<file path="src/rtl/uart_tx_core_if.sv">
// rtl/uart_tx_core_if.sv - byte-side handshake between producer and uart_tx_core
interface uart_tx_core_if;
    logic       tx_trig;
    logic [7:0] tx_data;
    logic       tx_busy;

    modport master (
        output tx_trig,
        output tx_data,
        input  tx_busy
    );

    modport slave (
        input  tx_trig,
        input  tx_data,
        output tx_busy
    );
endinterface

</file>
<file path="src/rtl/uart_tx_core.sv">
// rtl/uart_tx_core.sv - UART transmitter, 8N1 LSB first; PARITY_EN adds an even-parity bit (8E1)
module uart_tx_core #(
    parameter int BAUD_DIV = 10416
) (
    input  logic          s_clk,
    input  logic          s_rst,
    uart_tx_core_if.slave bus,
    output logic          rs232_tx
);

    localparam int CW = $clog2(BAUD_DIV);
    localparam logic [CW-1:0] CNT_LAST = CW'(BAUD_DIV - 1);

    typedef enum logic [2:0] {
        ST_IDLE,
        ST_START,
        ST_DATA,
`ifdef PARITY_EN
        ST_PARITY,
`endif
        ST_STOP
    } state_t;

    state_t        state_q, state_d;
    logic [CW-1:0] cnt_q, cnt_d;
    logic [2:0]    idx_q, idx_d;
    logic [7:0]    data_q, data_d;
    logic          line_q, line_d;
    logic          busy_q, busy_d;
    logic          bit_end;
    logic [2:0]    idx_nxt;

`ifdef PARITY_EN
    logic          parity_bit;

    // Even parity: the transmitted parity bit makes the total count of ones even.
    assign parity_bit = ^data_q;
`endif

    assign bit_end  = (cnt_q == CNT_LAST);
    assign idx_nxt  = idx_q + 3'd1;
    assign rs232_tx = line_q;
    assign bus.tx_busy = busy_q;

    // Next-state logic; the line and busy values are computed for the next
    // state so that both outputs come straight from flops.
    always_comb begin
        state_d = state_q;
        cnt_d   = cnt_q;
        idx_d   = idx_q;
        data_d  = data_q;
        line_d  = line_q;
        busy_d  = busy_q;

        case (state_q)
            ST_IDLE: begin
                line_d = 1'b1;
                busy_d = 1'b0;
                cnt_d  = '0;
                idx_d  = 3'd0;
                if (bus.tx_trig) begin
                    // Data is captured here; later tx_data changes cannot reach the frame.
                    data_d  = bus.tx_data;
                    busy_d  = 1'b1;
                    line_d  = 1'b0;
                    state_d = ST_START;
                end
            end

            ST_START: begin
                if (bit_end) begin
                    cnt_d   = '0;
                    idx_d   = 3'd0;
                    line_d  = data_q[0];
                    state_d = ST_DATA;
                end else begin
                    cnt_d = cnt_q + CW'(1);
                end
            end

            ST_DATA: begin
                if (bit_end) begin
                    cnt_d = '0;
                    if (idx_q == 3'd7) begin
                        idx_d = 3'd0;
`ifdef PARITY_EN
                        line_d  = parity_bit;
                        state_d = ST_PARITY;
`else
                        line_d  = 1'b1;
                        state_d = ST_STOP;
`endif
                    end else begin
                        idx_d  = idx_nxt;
                        line_d = data_q[idx_nxt];
                    end
                end else begin
                    cnt_d = cnt_q + CW'(1);
                end
            end

`ifdef PARITY_EN
            ST_PARITY: begin
                if (bit_end) begin
                    cnt_d   = '0;
                    line_d  = 1'b1;
                    state_d = ST_STOP;
                end else begin
                    cnt_d = cnt_q + CW'(1);
                end
            end
`endif

            ST_STOP: begin
                // A trigger in the final stop cycle is not looked at: only
                // IDLE accepts triggers, which yields the one idle cycle gap.
                if (bit_end) begin
                    cnt_d   = '0;
                    line_d  = 1'b1;
                    busy_d  = 1'b0;
                    state_d = ST_IDLE;
                end else begin
                    cnt_d = cnt_q + CW'(1);
                end
            end

            default: begin
                cnt_d   = '0;
                idx_d   = 3'd0;
                line_d  = 1'b1;
                busy_d  = 1'b0;
                state_d = ST_IDLE;
            end
        endcase
    end

    // State and datapath registers; reset aborts any frame and idles the line high.
    always_ff @(posedge s_clk) begin
        if (s_rst) begin
            state_q <= ST_IDLE;
            cnt_q   <= '0;
            idx_q   <= 3'd0;
            data_q  <= 8'd0;
            line_q  <= 1'b1;
            busy_q  <= 1'b0;
        end else begin
            state_q <= state_d;
            cnt_q   <= cnt_d;
            idx_q   <= idx_d;
            data_q  <= data_d;
            line_q  <= line_d;
            busy_q  <= busy_d;
        end
    end

endmodule

</file>
<file path="src/flat_wrapper.sv">
// flat-port wrapper written by rule: the top's interface ports become plain ports
module uart_tx_core_flat 
#(
    parameter int BAUD_DIV = 10416
)
  (s_clk, s_rst, rs232_tx, bus_tx_trig, bus_tx_data, bus_tx_busy);
  uart_tx_core_if bus_i ();
  input  logic s_clk;
  input  logic s_rst;
  output logic rs232_tx;
  input wire logic [$bits(bus_i.tx_trig)-1:0] bus_tx_trig;
  input wire logic [$bits(bus_i.tx_data)-1:0] bus_tx_data;
  output wire logic [$bits(bus_i.tx_busy)-1:0] bus_tx_busy;
  assign bus_i.tx_trig = bus_tx_trig;
  assign bus_i.tx_data = bus_tx_data;
  assign bus_tx_busy = bus_i.tx_busy;
  uart_tx_core #(.BAUD_DIV(BAUD_DIV)) u_core (.s_clk(s_clk), .s_rst(s_rst), .bus(bus_i), .rs232_tx(rs232_tx));
endmodule
</file>
<file path="config.mk">
export PLATFORM = sky130hd
export DESIGN_NAME = uart_tx_core_flat
export DESIGN_NICKNAME = d
export VERILOG_FILES = /design/src/rtl/uart_tx_core_if.sv /design/src/rtl/uart_tx_core.sv /design/src/flat_wrapper.sv
export SDC_FILE = /design/constraint.sdc
export NUM_CORES = 1
export LEC_CHECK = 0
export ABC_AREA = 1
export CAP_MARGIN = 25
export CELL_PAD_IN_SITES_DETAIL_PLACEMENT = 1
export CELL_PAD_IN_SITES_GLOBAL_PLACEMENT = 2
export CORE_ASPECT_RATIO = 0.5
export CORE_MARGIN = 2
export CORE_UTILIZATION = 34
export DETAILED_ROUTE_END_ITERATION = 10
export HOLD_SLACK_MARGIN = 0.1
export PLACE_DENSITY_LB_ADDON = 0.1
export RECOVER_POWER = 100
export SKIP_CTS_REPAIR_TIMING = 1
export SLEW_MARGIN = 0
export SYNTH_ARGS = -nofsm -noshare
export SYNTH_HDL_FRONTEND = slang
export SYNTH_SLANG_ARGS = --single-unit
</file>
<file path="constraint.sdc">
create_clock -name s_clk -period 3.85 [get_ports s_clk]
set_clock_uncertainty 0.05 [all_clocks]
set_input_delay 0.77 -clock s_clk [delete_from_list [all_inputs] [get_ports s_clk]]
set_output_delay 0.77 -clock s_clk [all_outputs]
set_load 0.05 [all_outputs]
</file>
; Yosys cells after proc, flatten, opt, wreduce, memory -nomap -nowiden
; Cells that the tools add are included.
[word_totals]
elab_cells = 51
in_bits = 11
regBits = 30
[op_classes]
n_mux = 20
n_reduce_logical = 9
n_bitwise = 3
add_sub_neg = 2
n_eq_ne = 10
order_cmp = 1
[ops]
columns = op, n
row1 = $mux 3, 7
row2 = $add 14x1->14 const B, 1
row3 = $eq 14x14->1 const B, 1
row4 = $pmux 3 s4, 1
row5 = $pmux 3 s3, 1
row6 = $mux 1, 8
row7 = $ne 2x1->1 const B, 4
row8 = $eq 3x2->1 const B, 2
row9 = $reduce_and 3->1, 2
row10 = $reduce_or 3->1, 2
row11 = $reduce_and 5->1, 1
row12 = $lt 3x4->1 const B, 1
row13 = $pmux 1 s4, 1
row14 = $reduce_and 2->1, 2
row15 = $add 3x1->3 const B, 1
row16 = $bmux 1 s3, 1
row17 = $eq 3x1->1 const B, 1
row18 = $eq 3x3->1 const B, 1
row19 = $logic_not 3->1, 1
row20 = $not 1->1, 3
row21 = $pmux 1 s3, 1
row22 = $ne 2x2->1 const B, 1
row23 = $reduce_or 2->1, 1

; Logic depth before layout (Yosys ltp)
[depth]
word_depth = 6
depth_mapped = 9
mapped_depth_nobuf = 9

; Worst setup path after synthesis
; No wires, ideal clock.
[synth_path]
path_kind = register -> register
startpoint = register u_core.state_q[0]
endpoint = register u_core.state_q[0]
slack_ps = 2335
n_path_buf = 0
stages_incl_launch_ff = 8
setup_ps = 115
synth_period_minus_slack_ps = 1515
t_arrival_ps = 1350
cell_sequence = dfxtp_1 inv_1 ha_1 or2_2 o21ai_2 nand3_1 nand2_1 nor2_1
[synth_via]
elab_chain_cells = 3
word_cells_on_any_way = 11
classes_between = eq/ne (8) / mux (1) / reduce/logical (2)
[synth_lines]
columns = item, line
row1 = start: declaration, uart_tx_core.sv:24  ; state_t state_q, state_d;
row2 = start signal: assignment, uart_tx_core.sv:147  ; state_q <= state_d;
row3 = "$eq 3x2->1, or another cell as far along", uart_tx_core.sv:55  ; case (state_q)
row4 = $ne 2x1->1 (no line) or $ne 2x2->1 (tied branches), --
row5 = $reduce_and 5->1 (no line), --
; Several ways; a longest one is shown, not always the timed one.
; A chain may end at the register's enable or synchronous reset.

; Worst setup path after layout
[layout_path]
startpoint = register u_core.line_q (netlist: u_core.rs232_tx)
endpoint = output port rs232_tx
[layout_rtl]
columns = item, line
row1 = start: declaration, uart_tx_core.sv:28  ; logic line_q, line_d;
row2 = start signal: assignment, uart_tx_core.sv:151  ; line_q <= line_d;
row3 = end: declaration, flat_wrapper.sv:10  ; output logic rs232_tx;
; No word-level cell between the ends.

==> flow_metrics.env <==
export IMPL_numPortBuffers=12
export IMPL_overflow=0
export IMPL_antennaDiodeCount=0
export IMPL_drc=0
export IMPL_antenna_found_initial=0
export IMPL_period_minus_slack_ns=2.31
export IMPL_synth_top_cell_by_area="dfxtp_1"
export IMPL_io_pins=13
export IMPL_hpwl_mm=2.47
export IMPL_synth_cell_types=25
export IMPL_r2r_slack_ns=1.87
export IMPL_reg2reg_depth=7
export IMPL_worst_path_stages=1
export IMPL_irDropWorstVdd_uv=193
export IMPL_nFillCells=520
export IMPL_stdcell_count=280
export IMPL_clk_pin_slew_worst_paths_ns=0.06
export IMPL_grt_pass1_vias=1441
export IMPL_rsz0062_at_grt="false"
export IMPL_h_tree_depth=2
export IMPL_path_delay_family="buffers and inverters"
export IMPL_place_inst=272
export IMPL_seq_area_frac_synth_pct=39.5
export IMPL_holdPathStages=2
export IMPL_maxCapViolCount=0
export IMPL_p_leak_nw=0.721
export IMPL_fin_area_um2=1750
export IMPL_syn_area_um2=1470
export IMPL_cp_end_kind="primary output"
export IMPL_cp_required_ns=3.03
export IMPL_initial_utilization_pct=36.5
export IMPL_ant_nets=0
export IMPL_status="completed"
export IMPL_num_vias=1327
export IMPL_place_area_um2=1650
export IMPL_slew_headroom_pct=64.5
export IMPL_synth_area_leaders="dfxtp_1 (40%), nand2_1 (10%), nor2_1 (10%)"
export IMPL_cts_sinks=29
export IMPL_core_um2=4020
export IMPL_drtIter0Drc=25
export IMPL_synth_area_per_cell_um2=7.06
export IMPL_arrival_ns=1.49
export IMPL_synth_top_cell_area_share_pct=39.5
export IMPL_gp_congestion=0.720
export IMPL_slowest_stage="dlygate4sd3_1"
export IMPL_crit_chain="dlygate4sd3_1"
export IMPL_fin_crit_sh_pct=60.1
export IMPL_ys_warn_count=0
export IMPL_cts_buffers=5
export IMPL_yosys_register_bits=29
export IMPL_syn_nets=227
export IMPL_final_nets=244
export IMPL_die_area_um2=4890
export IMPL_cts_buffer_depth=2
export IMPL_finalWirelength_mm=3.34
export IMPL_setup_viol=0
export IMPL_path_buf_inv=1
export IMPL_tns_ns=0
export IMPL_slowest_delay_ns=0.88
export IMPL_finalPower_mw=1.09
export IMPL_layout_drive_gt1_share_pct=5.31
export IMPL_wl_per_cell_um=11.9
export IMPL_powerDensity_nw_per_um2=624
export IMPL_regArea_um2=581
export IMPL_drv_slew=0
export IMPL_worstSetupPathType="reg -> out"
export IMPL_grtUsageTotal_pct=16.1
export IMPL_clock_fmax_mhz=432
export IMPL_clock_latency_ns=0.29
export IMPL_tightest_slew_ns=0.527
export IMPL_syn_to_final_growth_pct=18.8
export IMPL_cp_start_kind="flip-flop"
export IMPL_hold_viol_final=0
export IMPL_cts_tree="built"
export IMPL_drt_pass1_iterations=4
export IMPL_cts_root_buffer="clkbuf_8"
export IMPL_grt_pass1_wl_mm=6.15
export IMPL_die_h_um=50.5
export IMPL_grt_max_degree=15
export IMPL_synthCells=208
export IMPL_multi_input_area_um2=767
export IMPL_hold_class="reg -> reg"
export IMPL_fp_dieW_um=97.0
export IMPL_viasPerCell=4.74
export IMPL_core_rowCount=16
export IMPL_cp_max_fo=2
-- area by class of cell --
class | instances | area share, %
multi-input cells | 152 | 43.9
inverters | 25 | 5.38
clock inverters | 1 | 1.72
clock buffers | 7 | 4.95
flip-flops and latches | 29 | 33.3
repair buffers | 12 | 6.88
well taps | 54 | 3.87
-- through the flow --
step | worst slack [ns] | hold WS [ns] | utilization, %
floorplan | 2.33 | 0.368 | -
global placement | 1.68 | 0.381 | 40.9
detailed placement | 1.64 | 0.411 | 40.9
CTS | 1.58 | 0.421 | 43.8
global route | 1.48 | 0.456 | 43.4
finish | 1.54 | 0.416 | 43.4
-- metal layers --
layer  track usage, %  wire length, µm  vias to the layer above
met3             5.01              112                        8
li1                 -                -                      692
met2             29.1             1540                       11
met5                0                0                        -
met4             7.75               64                        0
met1             17.6             1620                      616
-- layout by cell type, fill, tap and decap left out, drive strengths merged --
master	Yosys	final
nand2	43	43
nor2	41	41
dfxtp	29	29
inv	24	24
nand3	18	18
o21ai	13	13
a21oi	11	11
clkdlybuf4s50	0	9
ha	8	8
clkbuf	1	7
xor2	6	6
nor3	5	5
dlygate4sd3	0	3
nand4	2	2
or2	2	2
nand3b	1	1
o211ai	1	1
nor3b	1	1
clkinv	1	1
bufinv	0	1
-- power by group --
group | total [mW] | internal, mW | leakage [nW] | switching (mW)
clock network | 0.332 | 0.211 | 0.0585 | 0.121
logic | 0.361 | 0.131 | 0.425 | 0.230
registers | 0.395 | 0.356 | 0.237 | 0.0397
total | 1.09 | 0.698 | 0.721 | 0.391
-- worst paths after layout --
check                                         from                 end
worst max-delay path               u_core.rs232_tx            rs232_tx
worst min-delay path            u_core.bus.tx_busy  u_core.bus.tx_busy
worst max register to register   u_core.state_q[0]   u_core.state_q[1]
worst min register to register  u_core.bus.tx_busy  u_core.bus.tx_busy
-- worst register-to-register path: stages, from the launching register on --
cell	delay [ns]
dfxtp_1	0.39
inv_1	0.11
ha_1	0.28
or2_2	0.34
o21ai_0	0.44
nand3_1	0.13
nand2_1	0.09
nor2_1	0.04
-- flip-flops by register name (all words and copies together) (netlist names) --
signal,flops
u_core.data_q,8
u_core.state_q,2
u_core.rs232_tx,1
u_core.bus.tx_busy,1
u_core.cnt_q,14
u_core.idx_q,3
-- cell usage after synthesis (all sizes together) --
cell    number
nand2       43
nor2        41
dfxtp       29
inv         24
nand3       18
o21ai       13
a21oi       11
ha           8
xor2         6
nor3         5
nand4        2
or2          2
buf          1
clkbuf       1
clkinv       1
nand3b       1
nor3b        1
o211ai       1
-- kinds of logic (layout without fill, tap and decap cells) --
family | after synthesis | in the layout | share of synthesized area [%]
AOI/OAI and AO/OA | 25 | 25 | 9.20
xor gates and xnor gates | 6 | 6 | 3.58
adders and majority gates | 8 | 8 | 6.81
buffers and inverters | 27 | 45 | 7.15
DFF | 29 | 29 | 39.5
and+or+nand+nor | 113 | 113 | 33.7
Note: power is estimated with default switching activity, not from simulation.
